[src/rtl/npc_pkg.sv]
// Shared fetch-stage types and constants.
package npc_pkg;

  typedef enum logic [1:0] {
    IDLE = 2'd0,
    REQ  = 2'd1,
    WAIT = 2'd2,
    HOLD = 2'd3
  } ifu_state_t;

  localparam logic [31:0] NOP_INST         = 32'h0000_0013;
  localparam logic [31:0] RESET_PC_DEFAULT = 32'h8000_0000;

  // Word-align a fetch target by clearing the two low bits.
  function automatic logic [31:0] word_align(input logic [31:0] addr);
    return {addr[31:2], 2'b00};
  endfunction

endpackage

[src/rtl/ifu_fetch_if.sv]
// Fetch-stage bus bundle: execute redirect, imem request/response and decode output.
interface ifu_fetch_if #(
  parameter int XLEN = 32
);

  logic            redirect_valid;
  logic [XLEN-1:0] redirect_pc;

  logic            imem_req_valid;
  logic            imem_req_ready;
  logic [XLEN-1:0] imem_req_addr;

  logic            imem_rsp_valid;
  logic [31:0]     imem_rsp_data;

  logic            out_valid;
  logic            out_ready;
  logic [31:0]     out_inst;
  logic [XLEN-1:0] out_pc;

  // Fetch-stage side.
  modport master (
    input  redirect_valid, redirect_pc,
    output imem_req_valid, imem_req_addr,
    input  imem_req_ready,
    input  imem_rsp_valid, imem_rsp_data,
    output out_valid, out_inst, out_pc,
    input  out_ready
  );

  // Memory / execute / decode side.
  modport slave (
    output redirect_valid, redirect_pc,
    input  imem_req_valid, imem_req_addr,
    output imem_req_ready,
    output imem_rsp_valid, imem_rsp_data,
    input  out_valid, out_inst, out_pc,
    output out_ready
  );

endinterface

[src/rtl/ifu_fetch.sv]
// Instruction fetch: PC, single outstanding imem request, one-entry output buffer (IFU_PERF_CNT_EN adds counters).
// Latency: request handshake at N, response N+1, out_valid N+2.
// Backpressure: holds request until accepted; holds {inst,pc} until decode takes it.
module ifu_fetch
  import npc_pkg::*;
#(
  parameter int              XLEN     = 32,
  parameter logic [XLEN-1:0] RESET_PC = RESET_PC_DEFAULT
) (
  input  logic        clk,
  input  logic        rst,
`ifdef IFU_PERF_CNT_EN
  output logic [63:0] perf_fetch_cnt,
  output logic [63:0] perf_stall_cnt,
`endif
  ifu_fetch_if.master bus
);

  ifu_state_t      state_q, state_d;
  logic [XLEN-1:0] pc_q, pc_d;
  logic            drop_q, drop_d;
  logic            out_valid_q, out_valid_d;
  logic [31:0]     out_inst_q, out_inst_d;
  logic [XLEN-1:0] out_pc_q, out_pc_d;

  logic            redirect;
  logic            req_fire;
  logic            out_fire;
  logic [XLEN-1:0] redirect_target;

  // IDLE is excluded so the post-reset bubble is never skipped.
  assign redirect        = bus.redirect_valid && (state_q != IDLE);
  assign req_fire        = (state_q == REQ) && bus.imem_req_ready;
  assign out_fire        = out_valid_q && bus.out_ready;
  assign redirect_target = {bus.redirect_pc[XLEN-1:2], 2'b00};

  always_ff @(posedge clk or posedge rst) begin
    if (rst) begin
      state_q     <= IDLE;
      pc_q        <= RESET_PC;
      drop_q      <= 1'b0;
      out_valid_q <= 1'b0;
      out_inst_q  <= NOP_INST;
      out_pc_q    <= RESET_PC;
    end else begin
      state_q     <= state_d;
      pc_q        <= pc_d;
      drop_q      <= drop_d;
      out_valid_q <= out_valid_d;
      out_inst_q  <= out_inst_d;
      out_pc_q    <= out_pc_d;
    end
  end

  always_comb begin
    state_d     = state_q;
    pc_d        = pc_q;
    drop_d      = drop_q;
    out_valid_d = out_valid_q;
    out_inst_d  = out_inst_q;
    out_pc_d    = out_pc_q;

    case (state_q)
      IDLE: state_d = REQ;

      REQ: begin
        if (req_fire) begin
          state_d = WAIT;
          // The accepted request carried the old PC; its reply must be discarded.
          if (redirect) drop_d = 1'b1;
        end
      end

      WAIT: begin
        if (bus.imem_rsp_valid) begin
          if (drop_q || redirect) begin
            drop_d  = 1'b0;
            state_d = REQ;
          end else begin
            out_inst_d  = bus.imem_rsp_data;
            out_pc_d    = pc_q;
            out_valid_d = 1'b1;
            state_d     = HOLD;
          end
        end else if (redirect) begin
          drop_d = 1'b1;
        end
      end

      HOLD: begin
        if (out_fire) begin
          pc_d        = pc_q + XLEN'(4);
          out_valid_d = 1'b0;
          state_d     = REQ;
        end
      end

      default: state_d = IDLE;
    endcase

    // Redirect overrides any sequential PC update decided above.
    if (redirect) begin
      pc_d        = redirect_target;
      out_valid_d = 1'b0;
      if (state_q == HOLD) state_d = REQ;
    end
  end

  assign bus.imem_req_valid = (state_q == REQ);
  assign bus.imem_req_addr  = pc_q;
  assign bus.out_valid      = out_valid_q;
  assign bus.out_inst       = out_inst_q;
  assign bus.out_pc         = out_pc_q;

`ifdef IFU_PERF_CNT_EN
  logic stall_cycle;
  assign stall_cycle = ((state_q == REQ) || (state_q == WAIT)) && !bus.redirect_valid;

  always_ff @(posedge clk or posedge rst) begin
    if (rst) begin
      perf_fetch_cnt <= 64'd0;
      perf_stall_cnt <= 64'd0;
    end else begin
      if (out_fire)    perf_fetch_cnt <= perf_fetch_cnt + 64'd1;
      if (stall_cycle) perf_stall_cnt <= perf_stall_cnt + 64'd1;
    end
  end
`endif

endmodule

[src/flat_wrapper.sv]
// flat-port wrapper written by rule: the top's interface ports become plain ports
module ifu_fetch_flat import npc_pkg::*;
#(
  parameter int              XLEN     = 32,
  parameter logic [XLEN-1:0] RESET_PC = RESET_PC_DEFAULT
)
  (clk, rst, bus_redirect_valid, bus_redirect_pc, bus_imem_req_valid, bus_imem_req_addr, bus_imem_req_ready, bus_imem_rsp_valid, bus_imem_rsp_data, bus_out_valid, bus_out_inst, bus_out_pc, bus_out_ready);
  ifu_fetch_if #(.XLEN(XLEN)) bus_i ();
  input  logic clk;
  input  logic rst;
  input wire logic [$bits(bus_i.redirect_valid)-1:0] bus_redirect_valid;
  input wire logic [$bits(bus_i.redirect_pc)-1:0] bus_redirect_pc;
  output wire logic [$bits(bus_i.imem_req_valid)-1:0] bus_imem_req_valid;
  output wire logic [$bits(bus_i.imem_req_addr)-1:0] bus_imem_req_addr;
  input wire logic [$bits(bus_i.imem_req_ready)-1:0] bus_imem_req_ready;
  input wire logic [$bits(bus_i.imem_rsp_valid)-1:0] bus_imem_rsp_valid;
  input wire logic [$bits(bus_i.imem_rsp_data)-1:0] bus_imem_rsp_data;
  output wire logic [$bits(bus_i.out_valid)-1:0] bus_out_valid;
  output wire logic [$bits(bus_i.out_inst)-1:0] bus_out_inst;
  output wire logic [$bits(bus_i.out_pc)-1:0] bus_out_pc;
  input wire logic [$bits(bus_i.out_ready)-1:0] bus_out_ready;
  assign bus_i.redirect_valid = bus_redirect_valid;
  assign bus_i.redirect_pc = bus_redirect_pc;
  assign bus_imem_req_valid = bus_i.imem_req_valid;
  assign bus_imem_req_addr = bus_i.imem_req_addr;
  assign bus_i.imem_req_ready = bus_imem_req_ready;
  assign bus_i.imem_rsp_valid = bus_imem_rsp_valid;
  assign bus_i.imem_rsp_data = bus_imem_rsp_data;
  assign bus_out_valid = bus_i.out_valid;
  assign bus_out_inst = bus_i.out_inst;
  assign bus_out_pc = bus_i.out_pc;
  assign bus_i.out_ready = bus_out_ready;
  ifu_fetch #(.XLEN(XLEN), .RESET_PC(RESET_PC)) u_core (.clk(clk), .rst(rst), .bus(bus_i));
endmodule
[config.mk]
export PLATFORM = sky130hd
export DESIGN_NAME = ifu_fetch_flat
export DESIGN_NICKNAME = d
export VERILOG_FILES = /design/src/rtl/npc_pkg.sv /design/src/rtl/ifu_fetch_if.sv /design/src/rtl/ifu_fetch.sv /design/src/flat_wrapper.sv
export SDC_FILE = /design/constraint.sdc
export NUM_CORES = 1
export LEC_CHECK = 0
export BUFFER_PORTS_ARGS = -buffer_cell sky130_fd_sc_hd__buf_2
export CAP_MARGIN = 20
export CORE_AREA = 2 2 107 109
export DETAILED_ROUTE_END_ITERATION = 8
export DIE_AREA = 0 0 109 111
export PLACE_DENSITY = 0.69
export SYNTH_ARGS = -nofsm -noshare
export SYNTH_HDL_FRONTEND = slang
export SYNTH_SLANG_ARGS = --single-unit
[constraint.sdc]
create_clock -name clk -period 8.5 [get_ports clk]
set_input_delay 0.85 -clock clk [delete_from_list [all_inputs] [get_ports clk]]
set_output_delay 0.85 -clock clk [all_outputs]
set_load 0.01 [all_outputs]
==> impl_metrics.yaml, run 1 <==
cells_and_area:
  layout-drive-gt1-share: 0.466
  num_antenna_cells: 0
  final_core_util: 0.496
  finalInstanceArea_sq_mm: 0.00550
  areaGrowthSynthToFinish_pct: 28.1
  fillers: 1018
  final_nets: 598
  finalNonFillerCells: 675
place:
  place.gp.congestion: 0.753
  placement.cell_area_sq_mm: 0.00519
  placed_cells: 659
  port_buffers: 161
  place.detailed.hpwl_microns: 7290
clocking:
  worst_skew_pair.late_latency_ns: 0.34
  post_cts_repair_setup_buffers: 0
  cts-buffers-inserted: 9
  clk_pin_slew_ns: 0.07
  ctsRootBufferMaster: "sky130_fd_sc_hd__clkbuf_16"
  cts_buffer_depth: 2
  cts_htree_levels: 3
  cts.repair.resized: 0
  clkSinkCount: 96
  cts_tree: "yes"
  cts.hold.buffers_added: 0
logic_synthesis:
  mappedNetlistArea_sq_mm: 0.00429
  synth_cell_type_count: 42
  synth-edff-count: 0
  dominant_register_cell_in_the_synthesized_netlist: "sky130_fd_sc_hd__dfrtp_1"
  synth_sequential_area_ratio: 0.561
  synth_seq_cells: 96
  mean_area_per_synthesized_cell_sq_um: 11.4
  cell_count_after_synthesis: 375
  synth_async_sr_flop_share: 1.00
  yosys_warnings: 0
setup_path:
  critical-path-max-stage-delay_ns: 0.71
  crit_path_start: "u_core.state_q[1]"
  worst-path-max-fanout: 13
  cp_cell_sequence: "nand4_2 > or3_1 > or4_1 > a31oi_1"
  regToRegStartpoint: "u_core.state_q[1]"
  setup.reg_to_reg.worst_slack_ns: 5.97
  worst_ep_required_time_ns: 8.76
  timing.reg2reg.worst_path_depth: 4
  critical_path.slowest_cell: "sky130_fd_sc_hd__or3_1"
  crit_path_end_kind: "register"
  endpoint: "u_core.bus.imem_req_addr[20]"
  startpoint_type: "register"
  cp_data_arrival_time_ns: 2.80
  critical_path_class: "reg2reg"
  rr_endpoint: "u_core.bus.imem_req_addr[20]"
detailed_routing:
  avgViaCountPerCell: 5.14
  drc: 0
  post_drt_wl_per_cell_microns: 15.0
  totalWireLength_microns: 10100
  drt_iter0_drc: 147
  ant_nets: 0
  drt-pass1-iter-count: 4
  vias: 3468
floorplanning:
  fp.dieArea_sq_mm: 0.0121
  die_height_microns: 111
  rows: 39
  pin_count: 168
  die_width_microns: 109
  core_area_sq_mm: 0.0111
  initial_core_utilization: 0.387
grt:
  overflow_left_after_global_routing: 0
  grt_antenna_before_repair: 0
  largest_net_degree_at_the_start_of_global_routing: 70
  first_global_vias: 3389
  grtUsageTotal: 0.173
  global_route_wire_length_before_repair_microns: 16400
sta:
  period_minus_slack_ns: 2.53
  fin_hold_ws_ns: 0.480
  worst_slew_margin_rel: 0.381
  slew_viol_final: 0
  period_share: 0.298
  tns_setup_ns: 0
  worstMarginPinSlew_ns: 0.928
  finClkSkew_ns: 0.0111
  final_setup_violation_count: 0
  achievable-frequency_ghz: 0.394
  hold_viol: 0
  unrepaired_setup_endpoints_after_global_routing: "no"
pwr:
  power_density_mw_per_mm2: 323
  static-leakage-power_nw: 2.78
  power.ir.vdd_worst_mv: 0.162
status:
  outcome: "finished, final reports clean"
job:
  max_cap_viol_count: 0
worst_hold_path:
  worst_hold_path_type: "reg2reg"
  hold_depth: 2
## registers in the layout, indices dropped and copies added, names as in the netlist
register / flops
u_core.bus.out_inst: 32
u_core.bus.imem_req_addr: 30
u_core.bus.out_pc: 30
u_core.state_q: 2
u_core.bus.out_valid: 1
u_core.drop_q: 1
## worst min-delay path by stage
stage / from / end / slack (ns)
after floorplan: u_core.drop_q / u_core.drop_q / 0.49
after global placement: u_core.bus.out_pc[21] / u_core.bus.out_pc[21] / 0.46
after detailed placement: u_core.bus.out_pc[29] / u_core.bus.out_pc[29] / 0.47
after CTS: u_core.bus.out_pc[29] / u_core.bus.out_pc[29] / 0.48
after global routing: u_core.bus.out_pc[3] / u_core.bus.out_pc[3] / 0.52
final: u_core.bus.out_pc[29] / u_core.bus.out_pc[29] / 0.48
## cells by family after synthesis
| kind of cell | synth area share |
|---|---|
| compound gates | 0.0895 |
| xor+xnor | 0.0245 |
| fa+ha+maj | 0.00291 |
| buf+inv | 0.0364 |
| flops | 0.561 |
| mux | 0.147 |
| other cells | 0.000874 |
| simple gates | 0.138 |
## cell type report
type	instances	area, sq um	area share
Multi-Input combinational cell	247	1740	0.317
Clock buffer	9	225	0.0410
Timing Repair Buffer	164	828	0.151
Clock inverter	7	76.3	0.0139
Sequential cell	96	2410	0.438
Inverter	9	36.3	0.00660
Tap cell	143	179	0.0326
## placed cells by master, fill, tap and decap left out, drive strengths merged, types with 2 or more instances in the layout
cell	count
and3	2
buf	164
nor4	3
clkinvlp	2
a21oi	4
nand3	9
clkbuf	9
o21ai	27
xor2	2
xnor2	10
o31ai	12
conb	4
or3	6
inv	12
or4	15
dfrtp	91
a31oi	16
dfstp	5
nor3	4
nand2	34
nor2	21
mux2	56
nand4	7
and4	2
## synthesized netlist by cell type, types with 9 or more instances
master,number,area share
sky130_fd_sc_hd__clkbuf_1,13,0.011
sky130_fd_sc_hd__xnor2_1,10,0.020
sky130_fd_sc_hd__nand2_1,34,0.030
sky130_fd_sc_hd__o31ai_1,12,0.021
sky130_fd_sc_hd__dfrtp_1,91,0.53
sky130_fd_sc_hd__a31oi_1,16,0.023
sky130_fd_sc_hd__nor2_1,21,0.018
sky130_fd_sc_hd__nand3_1,9,0.010
sky130_fd_sc_hd__o21ai_0,26,0.030
sky130_fd_sc_hd__mux2_2,56,0.15
sky130_fd_sc_hd__inv_1,9,0.0079
sky130_fd_sc_hd__or4_1,13,0.023
## critical path: cells and delay by family (launching register included)
family          cells  cell delay (ns)
flops               1             0.57
simple gates        3             1.71
compound gates      1             0.18
## per-stage QoR
stage	total power, mW	setup slack [ns]
after floorplan	1.11	5.15
after global placement	1.36	5.66
after detailed placement	1.39	5.63
after CTS	1.80	5.97
after global routing	1.90	5.77
final	1.77	5.97
## power by group
part / leakage, nW / switching, mW / total (mW) / internal (mW)
registers: 1.22 / 0.148 / 0.793 / 0.645
clock network: 0.143 / 0.177 / 0.408 / 0.231
logic: 1.42 / 0.292 / 0.573 / 0.281
total: 2.78 / 0.617 / 1.77 / 1.16
## metal layers
layer	track usage	part of all wire	vias up
met5	0	0	-
met4	0.0658	0.018	0
met3	0.0429	0.075	15
met2	0.287	0.50	127
met1	0.217	0.41	1667
li1	-	-	1659
(Power assumes the default switching activity.)
==> run 2: changes to the inputs <==
--- a/config.mk
+++ b/config.mk
@@ -10,7 +10,7 @@
 export CORE_AREA = 2 2 107 109
 export DETAILED_ROUTE_END_ITERATION = 8
 export DIE_AREA = 0 0 109 111
-export PLACE_DENSITY = 0.69
+export PLACE_DENSITY = 0.71
 export SYNTH_ARGS = -nofsm -noshare
 export SYNTH_HDL_FRONTEND = slang
 export SYNTH_SLANG_ARGS = --single-unit
==> constraint.sdc (replaced) <==
create_clock -name clk -period 2.05 [get_ports clk]
set_input_delay 0.205 -clock clk [delete_from_list [all_inputs] [get_ports clk]]
set_output_delay 0.205 -clock clk [all_outputs]
set_load 0.01 [all_outputs]
==> run 2 against run 1 <==
Flip-flop and latch count did not move. Core utilization rose by 2.1 points. Fmax rose by 27%. Clock-buffer cell count rose by 1. Non-clock buffer count rose by 25. First-iteration DRC count fell by 22%.
==> impl_metrics.yaml, run 2 (synthesis results as in run 1) <==
sta:
  achievable-frequency_ghz: 0.502
  final_setup_violation_count: 0
  period_minus_slack_ns: 1.99
  hold_viol: 0
  unrepaired_setup_endpoints_after_global_routing: "no"
  finClkSkew_ns: 0.00806
  tns_setup_ns: 0
  slew_viol_final: 0
  worst_slew_margin_rel: 0.656
  final_critical_path_setup_slack_ns: 0.0575
  worstMarginPinSlew_ns: 0.516
  period_share: 0.972
clocking:
  cts_tree: "yes"
  cts_buffer_depth: 2
  ctsRootBufferMaster: "sky130_fd_sc_hd__clkbuf_16"
  clkSinkCount: 96
  worst_skew_pair.late_latency_ns: 0.34
  cts.hold.buffers_added: 0
  post_cts_repair_setup_buffers: 0
  cts_htree_levels: 3
  cts-buffers-inserted: 9
  clk_pin_slew_ns: 0.06
pwr:
  total_power_mw: 7.53
  power.ir.vdd_worst_mv: 0.575
  power.clock.fraction: 0.218
  proportion_of_total_power_due_to_net_switching: 0.345
  static-leakage-power_nw: 2.91
  seq_power_share: 0.421
  internal_power_mw: 4.94
  power_density_mw_per_mm2: 1320
  power.combinational.fraction: 0.361
  power.switching_mw: 2.60
grt:
  grtUsageTotal: 0.176
  met1_usage: 0.232
  overflow_left_after_global_routing: 0
  grt.met3_usage: 0.0259
  first_global_vias: 3447
  largest_net_degree_at_the_start_of_global_routing: 97
  global_route_wire_length_before_repair_microns: 16900
  globalRoute.busiestLayer: "met2"
  grt_util_met2: 0.290
  grt_antenna_before_repair: 0
place:
  placement.cell_area_sq_mm: 0.00542
  place.gp.congestion: 0.826
  port_buffers: 161
  place.detailed.hpwl_microns: 7590
  place_ws_ns: 0.0141
detailed_routing:
  drt_iter0_drc: 114
  avgViaCountPerCell: 5.06
  drt-pass1-iter-count: 4
  drc: 0
  totalWireLength_microns: 10700
  vias: 3544
  ant_nets: 0
  post_drt_wl_per_cell_microns: 15.2
floorplanning:
  rows: 39
  die_width_microns: 109
  pin_count: 168
  initial_core_utilization: 0.387
  fp.dieArea_sq_mm: 0.0121
  core_area_sq_mm: 0.0111
  die_height_microns: 111
setup_path:
  cp_data_arrival_time_ns: 2.25
  critical_path_class: "reg2reg"
  worst-path-max-fanout: 6
  worst_ep_required_time_ns: 2.30
  startpoint_type: "register"
  crit_path_end_kind: "register"
job:
  max_cap_viol_count: 0
status:
  outcome: "finished, final reports clean"
cells_and_area:
  ff_latch_area_sq_mm: 0.00241
  finalInstanceArea_sq_mm: 0.00573
  fillers: 1004
  mostFrequentLayoutCells: "sky130_fd_sc_hd__buf_2, sky130_fd_sc_hd__dfrtp_1, sky130_fd_sc_hd__mux2_2, sky130_fd_sc_hd__nand2_1, sky130_fd_sc_hd__o21ai_0"
  areaGrowthSynthToFinish_pct: 33.4
  largest_register_ffs: 32
  multiInputGateArea_sq_mm: 0.00176
  mostFrequentLayoutCell: "sky130_fd_sc_hd__buf_2"
  final_nets: 623
  layout-drive-gt1-share: 0.496
  num_antenna_cells: 0
worst_hold_path:
  worst_hold_path_type: "in2async"
run 2: cell types whose count changed in the layout (fill, tap and decap cells not counted), sizes merged:
cell,change
buf,+25
inv,-4
clkinv,+2
clkbuf,+1
clkinvlp,+1
run 2: what timing repair did:
action,CTS,global route
resized for setup,1,2
endpoints found under the hold margin,0,0
setup endpoints to repair,3,7
pin swaps,0,1
cloned,0,0
run 2: critical path, stage by stage, from the launching register on:
cell and delay [ns]:
sky130_fd_sc_hd__dfrtp_2 0.37, sky130_fd_sc_hd__buf_4 0.14, sky130_fd_sc_hd__nand4_1 0.18, sky130_fd_sc_hd__or4_4 0.58, sky130_fd_sc_hd__or4_1 0.48, sky130_fd_sc_hd__a31oi_1 0.18
run 2: worst paths after layout:
path                            slack, ns                         from                            to  cells past startpoint
worst max-delay path                 0.06  u_core.bus.imem_req_addr[2]  u_core.bus.imem_req_addr[27]                      5
worst min-delay path                 0.02                          rst       u_core.bus.out_inst[21]                      3
worst max register to register       0.06  u_core.bus.imem_req_addr[2]  u_core.bus.imem_req_addr[27]                      5
worst min register to register       0.48        u_core.bus.out_pc[15]         u_core.bus.out_pc[15]                      2
max in group asynchronous            1.62                          rst   u_core.bus.imem_req_addr[2]                      3
min in group clk                     0.07           bus_redirect_pc[9]   u_core.bus.imem_req_addr[9]                      3
run 2: layout make-up:
class | count | share of cell area
clock buffer | 10 | 0.0400
clock inverter | 6 | 0.0105
inverter | 9 | 0.00655
multi-input combinational | 247 | 0.307
sequential | 96 | 0.421
tap | 143 | 0.0312
timing repair buffer | 189 | 0.184
run 2: through the flow:
step / hold WS [ns] / utilization / instances
6_report: 0.0190 / 0.517 / 700
2_1_floorplan: 0.322 / - / 378
3_5_place_dp: 0.406 / 0.490 / 684
5_1_grt: 0.0678 / 0.517 / 700
3_3_place_gp: 0.395 / 0.490 / 684
4_1_cts: 0.0448 / 0.516 / 700
run 2: layer usage:
metal	up-vias	wire length, microns
met2	110	5250
met3	18	565
li1	1695	-
met5	-	0
met4	0	191
met1	1721	4670
run 2: power groups by stage:
stage / logic (mW) / registers [mW] / clock network (mW)
6_report: 2.72 / 3.17 / 1.64
5_1_grt: 3.00 / 3.28 / 1.76
4_1_cts: 2.76 / 3.17 / 1.69
2_1_floorplan: 1.06 / 3.56 / 0
3_3_place_gp: 2.66 / 3.14 / 0
3_5_place_dp: 2.75 / 3.20 / 0
==> run 3: changes to the inputs <==
--- a/config.mk
+++ b/config.mk
@@ -11,6 +11,7 @@
 export DETAILED_ROUTE_END_ITERATION = 8
 export DIE_AREA = 0 0 109 111
 export PLACE_DENSITY = 0.71
+export REMOVE_ABC_BUFFERS = 1
 export SYNTH_ARGS = -nofsm -noshare
 export SYNTH_HDL_FRONTEND = slang
 export SYNTH_SLANG_ARGS = --single-unit
==> run 3 against run 2 <==
Core utilization up 0.78 points. Total power up 2.7%. Worst setup slack worse by 0.013 ns. Flip-flop and latch count unchanged. Clock skew up 0.00066 ns. Final area up 1.5%. Critical path depth unchanged. Global-route usage up 0.32 points. Worst hold slack better by 0.049 ns. Non-clock buffer count up 4. Register-to-register slack about the same. Largest cell class unchanged. Highest routed layer unchanged.
==> impl_metrics.yaml, run 3 (synthesis results as in run 1) <==
detailed_routing:
  drc: 0
  top_signal_layer_used: "met4"
  avgViaCountPerCell: 5.06
  wirelength_met1_microns: 4520
  post_drt_wl_per_cell_microns: 14.9
  ant_nets: 0
  vias: 3562
  totalWireLength_microns: 10500
  drt-pass1-iter-count: 4
  routed-wl-met3_microns: 562
  drt_iter0_drc: 151
  met2WireLength_microns: 5190
clocking:
  cts_htree_levels: 3
  cts-buffers-inserted: 9
  cts_tree: "yes"
  clk_pin_slew_ns: 0.07
  worst_skew_pair.late_latency_ns: 0.34
  post_cts_repair_setup_buffers: 0
  cts_buffer_depth: 2
  clkSinkCount: 96
  ctsRootBufferMaster: "sky130_fd_sc_hd__clkbuf_16"
cells_and_area:
  mostFrequentLayoutCells: "sky130_fd_sc_hd__buf_2, sky130_fd_sc_hd__dfrtp_1, sky130_fd_sc_hd__mux2_2, sky130_fd_sc_hd__nand2_1"
  largest_register_ffs: 32
  areaGrowthSynthToFinish_pct: 35.5
  final_nets: 627
  mostFrequentLayoutCell: "sky130_fd_sc_hd__buf_2"
  fillers: 999
  num_antenna_cells: 0
  layout-drive-gt1-share: 0.497
place:
  place_ws_ns: 0.0216
  place.detailed.hpwl_microns: 7790
  place.gp.congestion: 0.797
  port_buffers: 161
grt:
  overflow_left_after_global_routing: 0
  grt_antenna_before_repair: 0
  grtUsageTotal: 0.179
  largest_net_degree_at_the_start_of_global_routing: 49
  first_global_vias: 3506
  global_route_wire_length_before_repair_microns: 17100
setup_path:
  worst-path-max-fanout: 4
  critical-path-max-stage-delay_ns: 0.56
  crit_path_end_kind: "register"
  critical_path_class: "reg2reg"
  path_delay_family: "simple AND/OR/NAND/NOR gates"
  critical_path.slowest_cell: "sky130_fd_sc_hd__or4_4"
  worst_ep_required_time_ns: 2.31
  timing.critical_path.buf_inv: 0
  cp_data_arrival_time_ns: 2.27
  cp_cell_sequence: "ha_2 > nand3_2 > or4_4 > or4_1 > a31oi_1"
  startpoint_type: "register"
sta:
  period_minus_slack_ns: 2.01
  finClkSkew_ns: 0.00871
  final_critical_path_setup_slack_ns: 0.0442
  achievable-frequency_ghz: 0.499
  final_setup_violation_count: 0
  period_share: 0.978
  unrepaired_setup_endpoints_after_global_routing: "yes"
  hold_viol: 0
  slew_viol_final: 0
status:
  outcome: "finished, final reports clean"
floorplanning:
  die_width_microns: 109
  fp.dieArea_sq_mm: 0.0121
  initial_core_utilization: 0.387
  rows: 39
  core_area_sq_mm: 0.0111
  pin_count: 168
  die_height_microns: 111
pwr:
  power.ir.vdd_worst_mv: 0.567
  power_density_mw_per_mm2: 1330
  static-leakage-power_nw: 2.96
  total_power_mw: 7.74
job:
  max_cap_viol_count: 0
worst_hold_path:
  worst_hold_path_type: "in2reg"
## run 3: worst register-to-register path: stages, from the launching register on
cell,delay (ns)
sky130_fd_sc_hd__dfrtp_1,0.39
sky130_fd_sc_hd__ha_2,0.21
sky130_fd_sc_hd__nand3_2,0.12
sky130_fd_sc_hd__or4_4,0.56
sky130_fd_sc_hd__or4_1,0.48
sky130_fd_sc_hd__a31oi_1,0.17
## run 3: final timing paths
| kind | from | slack, ns | end | cells after the start |
|---|---|---|---|---|
| setup reg to reg | u_core.bus.imem_req_addr[2] | 0.04 | u_core.bus.imem_req_addr[28] | 5 |
| max in group asynchronous | rst | 0.96 | u_core.bus.out_inst[0] | 4 |
| setup / recovery | u_core.bus.imem_req_addr[2] | 0.04 | u_core.bus.imem_req_addr[28] | 5 |
| hold reg to reg | u_core.bus.out_pc[21] | 0.48 | u_core.bus.out_pc[21] | 2 |
| min in group asynchronous | rst | 0.42 | u_core.bus.out_inst[24] | 3 |
| hold / removal | bus_redirect_pc[14] | 0.07 | u_core.bus.imem_req_addr[14] | 3 |
## run 3: area by class of cell
type,instances,area [sq um],share of cell area
clock buffers,11,253,0.0435
inverters,9,36.3,0.00624
clock inverters,5,78.8,0.0136
well taps,143,179,0.0308
repair buffers,193,1100,0.190
multi-input cells,247,1760,0.302
flip-flops and latches,96,2410,0.414
## run 3: per-layer routing
layer  global-route usage  vias to the layer above
met5                    0                        -
met4               0.0726                        0
met3               0.0312                       16
met2                0.299                      124
met1                0.228                     1708
li1                     -                     1714
## run 3: timing repair
item / CTS / global route
resized for setup: 1 / 3
hold buffers: 1 / 0
pin swaps: 0 / 4
setup endpoints to repair: 3 / 9
endpoints found under the hold margin: 29 / 0
## run 3: power by group
part	switching, mW	total [mW]	internal, mW	leakage [nW]
Combinational	1.39	2.72	1.34	1.58
Clock	0.707	1.84	1.13	0.165
Sequential	0.495	3.17	2.68	1.22
Total	2.59	7.74	5.15	2.96
## run 3: metrics by stage
stage | instances | hold slack (ns) | instance area, sq um | setup TNS (ns) | util
6_report | 704 | 0.0681 | 5810 | 0 | 0.525
5_1_grt | 704 | 0.0788 | 5810 | -0.114 | 0.525
4_1_cts | 704 | 0.0570 | 5800 | 0 | 0.524
3_5_place_dp | 687 | 0.259 | 5460 | 0 | 0.492
3_3_place_gp | 687 | 0.247 | 5460 | 0 | 0.492
2_1_floorplan | 352 | 0.322 | 4180 | -88.43 | -
